<file path="src/rtl/dmem_access_unit.sv">
// dmem_access_unit: the MEM-stage responder for the EX/MEM pipeline register.
// Each aligned load or store from EX/MEM becomes one req/gnt/rvalid transaction
// on the data-memory bus. The pipeline is stalled until that transaction
// completes or times out. Requests that set both read and write, or that use an
// unaligned address, are rejected with a one-cycle error pulse. They never
// reach the bus.
module dmem_access_unit #(
  parameter int TIMEOUT = 255,  // max cycles waiting for gnt or rvalid
  parameter int CNT_W   = 8     // timeout counter width; must hold TIMEOUT
) (
  input  logic        clk,
  input  logic        rst,
  input  logic        ex_mem_mem_read,
  input  logic        ex_mem_mem_write,
  input  logic [31:0] ex_mem_alu_o,
  input  logic [31:0] ex_mem_rs2_for_mem,
  output logic        mem_stall,
  output logic [31:0] mem_rdata,
  output logic        mem_rdata_valid,
  output logic        mem_err,
  output logic        dmem_req,
  output logic        dmem_we,
  output logic [31:0] dmem_addr,
  output logic [31:0] dmem_wdata,
  input  logic        dmem_gnt,
  input  logic        dmem_rvalid,
  input  logic [31:0] dmem_rdata
);

  typedef enum logic [1:0] {
    IDLE   = 2'd0,
    REQ    = 2'd1,
    WAIT_R = 2'd2,
    DONE   = 2'd3
  } state_t;

  // The counter value seen in the last allowed waiting cycle. If it is reached
  // with no gnt or rvalid, the transaction is aborted.
  localparam logic [CNT_W-1:0] TO_LAST = CNT_W'(TIMEOUT - 1);

  state_t           state_q, state_d;
  logic [CNT_W-1:0] cnt_q, cnt_d;
  logic             we_q, we_d;
  logic [31:0]      addr_q, addr_d;
  logic [31:0]      wdata_q, wdata_d;
  logic [31:0]      rdata_q, rdata_d;
  logic             rdata_valid_q, rdata_valid_d;
  logic             err_q, err_d;

  // A request is legal when exactly one of read/write is set and the address
  // is word aligned. Both set, or an unaligned access, is an error.
  logic req_any;
  logic req_ok;
  logic req_bad;

  assign req_any = ex_mem_mem_read | ex_mem_mem_write;
  assign req_ok  = (ex_mem_mem_read ^ ex_mem_mem_write) && (ex_mem_alu_o[1:0] == 2'b00);
  assign req_bad = req_any && !req_ok;

  // Next-state, datapath-update and combinational-output logic for the access FSM.
  always_comb begin
    // NOTE: every signal assigned in this block gets a default first, so no
    // path can leave a signal unassigned. An unassigned path infers a latch.
    state_d       = state_q;
    cnt_d         = cnt_q;
    we_d          = we_q;
    addr_d        = addr_q;
    wdata_d       = wdata_q;
    rdata_d       = rdata_q;
    rdata_valid_d = 1'b0;
    err_d         = 1'b0;
    mem_stall     = 1'b0;
    dmem_req      = 1'b0;

    unique case (state_q)
      IDLE: begin
        cnt_d = '0;
        if (req_ok) begin
          // Latch the access now so the bus sees stable values. EX/MEM may
          // still change after the stall releases.
          we_d      = ex_mem_mem_write;
          addr_d    = ex_mem_alu_o;
          wdata_d   = ex_mem_rs2_for_mem;
          state_d   = REQ;
          // The pipeline must freeze in this same cycle. Otherwise EX/MEM
          // would advance past the access that was just captured.
          mem_stall = !rst;
        end else if (req_bad) begin
          err_d = 1'b1;
        end
      end

      REQ: begin
        dmem_req  = 1'b1;
        mem_stall = 1'b1;
        if (dmem_gnt) begin
          cnt_d   = '0;
          state_d = we_q ? DONE : WAIT_R;
        end else if (cnt_q == TO_LAST) begin
          // No grant in time: abort. A load still completes, with zero data,
          // so that writeback is not left waiting.
          cnt_d   = '0;
          err_d   = 1'b1;
          state_d = DONE;
          if (!we_q) begin
            rdata_d       = '0;
            rdata_valid_d = 1'b1;
          end
        end else begin
          cnt_d = cnt_q + CNT_W'(1);
        end
      end

      WAIT_R: begin
        mem_stall = 1'b1;
        if (dmem_rvalid) begin
          cnt_d         = '0;
          rdata_d       = dmem_rdata;
          rdata_valid_d = 1'b1;
          state_d       = DONE;
        end else if (cnt_q == TO_LAST) begin
          cnt_d         = '0;
          err_d         = 1'b1;
          rdata_d       = '0;
          rdata_valid_d = 1'b1;
          state_d       = DONE;
        end else begin
          cnt_d = cnt_q + CNT_W'(1);
        end
      end

      DONE: begin
        // The stall is released here, so the pipeline advances at the end of
        // this cycle. EX/MEM still shows the finished instruction, so it is
        // not sampled. That prevents issuing the access a second time.
        cnt_d   = '0;
        state_d = IDLE;
      end

      default: begin
        state_d = IDLE;
      end
    endcase
  end

  // State, counter and output registers. A synchronous reset returns
  // everything to zero.
  always_ff @(posedge clk) begin
    // NOTE: sequential state uses non-blocking assignments. Every register
    // then updates from values taken before the clock edge.
    if (rst) begin
      state_q       <= IDLE;
      cnt_q         <= '0;
      we_q          <= 1'b0;
      addr_q        <= '0;
      wdata_q       <= '0;
      rdata_q       <= '0;
      rdata_valid_q <= 1'b0;
      err_q         <= 1'b0;
    end else begin
      state_q       <= state_d;
      cnt_q         <= cnt_d;
      we_q          <= we_d;
      addr_q        <= addr_d;
      wdata_q       <= wdata_d;
      rdata_q       <= rdata_d;
      rdata_valid_q <= rdata_valid_d;
      err_q         <= err_d;
    end
  end

  assign dmem_we         = we_q;
  assign dmem_addr       = addr_q;
  assign dmem_wdata      = wdata_q;
  assign mem_rdata       = rdata_q;
  assign mem_rdata_valid = rdata_valid_q;
  assign mem_err         = err_q;

endmodule

</file>
<file path="config.mk">
export PLATFORM = sky130hd
export DESIGN_NAME = dmem_access_unit
export DESIGN_NICKNAME = d
export VERILOG_FILES = /design/src/rtl/dmem_access_unit.sv
export SDC_FILE = /design/constraint.sdc
export NUM_CORES = 1
export LEC_CHECK = 0
export ABC_CLOCK_PERIOD_IN_PS = 2090
export CAP_MARGIN = 0
export CORE_MARGIN = 2
export CORE_UTILIZATION = 40
export CTS_CLUSTER_DIAMETER = 200
export DETAILED_ROUTE_END_ITERATION = 6
export PLACE_DENSITY = 0.77
export SETUP_SLACK_MARGIN = 0.4
export SLEW_MARGIN = 25
export SYNTH_ARGS = -nofsm -noshare
export SYNTH_HDL_FRONTEND = slang
export SYNTH_SLANG_ARGS = --single-unit
</file>
<file path="constraint.sdc">
create_clock -name clk -period 2.09 [get_ports clk]
set_clock_uncertainty 0.2 [all_clocks]
set_input_delay 0.418 -clock clk [delete_from_list [all_inputs] [get_ports clk]]
set_output_delay 0.418 -clock clk [all_outputs]
set_load 0.01 [all_outputs]
</file>
==> results.md <==
* Drt first pass iters at 4
* Switching share of power at 27.9%
* Fin crit share at 97.7%
* Total power at 4.31 mW
* DP Area at 0.00665 sq mm
* Fmax at 490 MHz
* DR iter-0 viols at 198
* Vias in the first global route at 4155
* Seq pwr share at 50.6%
* Clock power frac at 28.2%
* Mean Syn Cell Area at 8.75 sq um
* # DRC at 0
* Sequential area share after synthesis at 49.9%
* Minimum clock period at 2040 ps
* Remaining antenna violation count after routing at 0
* Routed wire length at 12600 um
* Crit. End Element: primary output
* Layout cell share with drive strength beyond 1 at 18.0%
* Vias after detailed routing at 4176
* Logic gate share of total power at 21.2%
* WHS Path Cells at 3
* Sw power at 1.20 mW
* CTS Buffer Depth at 2
* VDD IR max at 0.338 mV
* Hold buffer count at CTS at 0
* Peak per-stage delay on the critical path at 340 ps
* Internal at 3.11 mW
* Worst reg2reg startpoint: state_q[1]
* Top Ports at 203
* Per-cell routed wire length at 14.5 um
* RD Place Congestion at 0.769
* Seq cells post-synth at 109
* Unique masters post-synth at 36
* Final #Nets at 837
* Fin Setup TNS at 0 ps
* Mapped Cells at 500
* Maxcap violations at 0
* Slew Limit Fails at 0
* Core area at 0.0107 sq mm
* Initial antenna violation count at 0
* Critical path fanouts, max at 2
* Most frequent cells in the layout: 148 x nand2_1, 106 x dfxtp_1, 99 x dlygate4sd2_1
* RSZ-0062 raised after global routing: true
* CP arrival at 1420 ps
* CP Cell Sequence: inv_2 > ha_4 > nand4bb_4 > nor2_2 > nor2_2 > nor2_2 > buf_2
* R2r endpoint: mem_rdata[0]
* Delay-heaviest family, CP: simple AND/OR/NAND/NOR gates
* Largest net degree at the start of global routing at 64
* Worst Hold Launch: ex_mem_mem_write
* Status: finished, final reports clean
* All-Layer GR Usage at 21.2%
* H-tree depth at 3
* Num CTS Buffers at 9
* Worst setup SP type: flop
* Row cnt at 38
* Starting Density at 40.7%
* Global-route wire length before repair at 19800 um
* Worst Hold Path EP: dmem_we
* DIE AREA at 0.0118 sq mm
* Die extent in x at 109 um
* Antenna Cells at 0
* Setup violators final at 0
* Pleak at 3.22 nW
* Gr ovfl total at 0
* CTS tree: done
* Relative slew slack at 56.6%
* Layout Utilization at 67.2%
* Setup WS pre-CTS at -742 ps
* Area delta synth->final at 65.0%
* Fin cells at 873
* Vias/cell at 4.78
* Synth warn at 0
* Mapped Nets at 609
* Clk slew on worst S/H paths at 100 ps
* Inst Count DP at 831
* Flop2flop setup slack at 60 ps
* Filler cells at 897
* Worst EP required at 1470 ps
* Worst Reg-to-Reg Cells at 11
* Setup ws final at 48.1 ps
* Crit Path Category: reg2out
* CTS root buffer: clkbuf_8
* Cell area after synthesis at 0.00438 sq mm
* P per Cell Area at 597 mW/mm^2
* Later-pin clock latency in the skew report at 360 ps
* Clk sinks at 109
* Most used cell along the critical path: nor2_2
* Finished Cell Area at 0.00722 sq mm
* Detailed-placement wirelength estimate at 8330 um
* Commonest non-fill, non-tap cell in the layout: nand2_1
* Tightest Hold Check Type: in2reg
* Slowest CP cell: dfxtp_2
* PortBufs at 202
* Min Hold Slack at 91.8 ps
* Die height at 109 um
* CP bufs+invs at 2
* Worst Max-Slew Pin Slew at 651 ps
* Hold Fails Final Rpt at 0
[sequential cells by signal, indices dropped and copies added, names as in the netlist]
name	cells
dmem_addr	32
mem_rdata_valid	1
mem_err	1
cnt_q	8
dmem_wdata	32
mem_rdata	32
dmem_we	1
state_q	2
[synthesized netlist by cell type]
library cell | n | share of area [%]
a21oi_1 | 56 | 6.4
a21oi_2 | 10 | 2.0
a21oi_4 | 1 | 0.37
a2bb2oi_1 | 1 | 0.20
a31oi_1 | 2 | 0.29
and3_1 | 1 | 0.14
buf_1 | 2 | 0.17
buf_2 | 5 | 0.57
buf_6 | 9 | 2.3
buf_8 | 1 | 0.34
clkbuf_1 | 15 | 1.3
dfxtp_1 | 109 | 50
ha_1 | 7 | 2.0
inv_1 | 7 | 0.60
inv_2 | 1 | 0.086
mux2i_1 | 32 | 7.3
nand2_1 | 152 | 13
nand2_2 | 10 | 1.4
nand2b_1 | 34 | 4.9
nand3_1 | 6 | 0.69
nand4_1 | 1 | 0.14
nand4bb_1 | 1 | 0.26
nor2_1 | 8 | 0.69
nor2_2 | 8 | 1.1
nor2_4 | 2 | 0.51
nor3_1 | 1 | 0.11
nor3b_1 | 2 | 0.34
o21ai_0 | 4 | 0.46
o22ai_1 | 1 | 0.14
o31a_1 | 1 | 0.20
o31ai_1 | 1 | 0.17
o41a_1 | 1 | 0.26
or3_1 | 1 | 0.14
or3b_4 | 1 | 0.26
xnor2_1 | 3 | 0.60
xor2_1 | 3 | 0.60
[kinds of logic after synthesis]
group | after synthesis | synth area share, %
muxes | 32 | 7.32
adders and majority gates | 7 | 2.00
and+or+nand+nor | 228 | 23.8
AOI/OAI and AO/OA | 78 | 10.5
xor gates and xnor gates | 6 | 1.20
DFF | 109 | 49.9
buffers and inverters | 40 | 5.37
[worst max-delay path by stage]
stage                               start        endpoint  slack [ps]  cells past startpoint
after floorplan           ex_mem_mem_read  dmem_wdata[22]         190                      8
after global routing           state_q[1]       mem_stall         -40                      7
after CTS                      state_q[1]       mem_stall          40                      7
after detailed placement  ex_mem_mem_read       mem_stall        -740                      8
final                          state_q[1]       mem_stall          50                      7
after global placement    ex_mem_mem_read       mem_stall        -730                      8
[power by group through the flow]
stage	Clock (mW)	Combinational [mW]	Sequential, mW
after global routing	1.33	0.982	2.19
after global placement	0	0.785	2.23
after floorplan	0	0.314	2.27
after detailed placement	0	0.798	2.23
after CTS	1.25	0.884	2.18
final	1.22	0.915	2.18
[metal layers]
| metal | GRT usage [%] | routed length [um] |
|---|---|---|
| met1 | 24.1 | 5050 |
| met2 | 38.2 | 6460 |
| met3 | 5.79 | 861 |
| met5 | 0 | 0 |
| met4 | 6.59 | 272 |
[cell type report]
cell class	instances	area (sq um)	area share, %
multi-input cells	351	2110	29.3
repair buffers	249	2520	34.9
clock inverters	7	57.6	0.797
flip-flops and latches	109	2190	30.3
inverters	8	42.5	0.589
well taps	140	175	2.43
clock buffers	9	124	1.71
[worst register-to-register path: cells and delay by family, from the launching register on]
family | cells | cell delay (ps)
adders and majority gates | 1 | 180
muxes | 1 | 190
buffers and inverters | 7 | 780
AOI/OAI and AO/OA | 2 | 260
DFF | 1 | 350
[what timing repair did]
action / 4_1_cts / 5_1_grt
gates resized for setup: 161 / 21
buffers inserted: 17 / 1
endpoints found under the setup margin: 209 / 112
gates cloned: 8 / 0
pin swaps: 15 / 8
No activity file was read; power rests on OpenSTA's default activity.
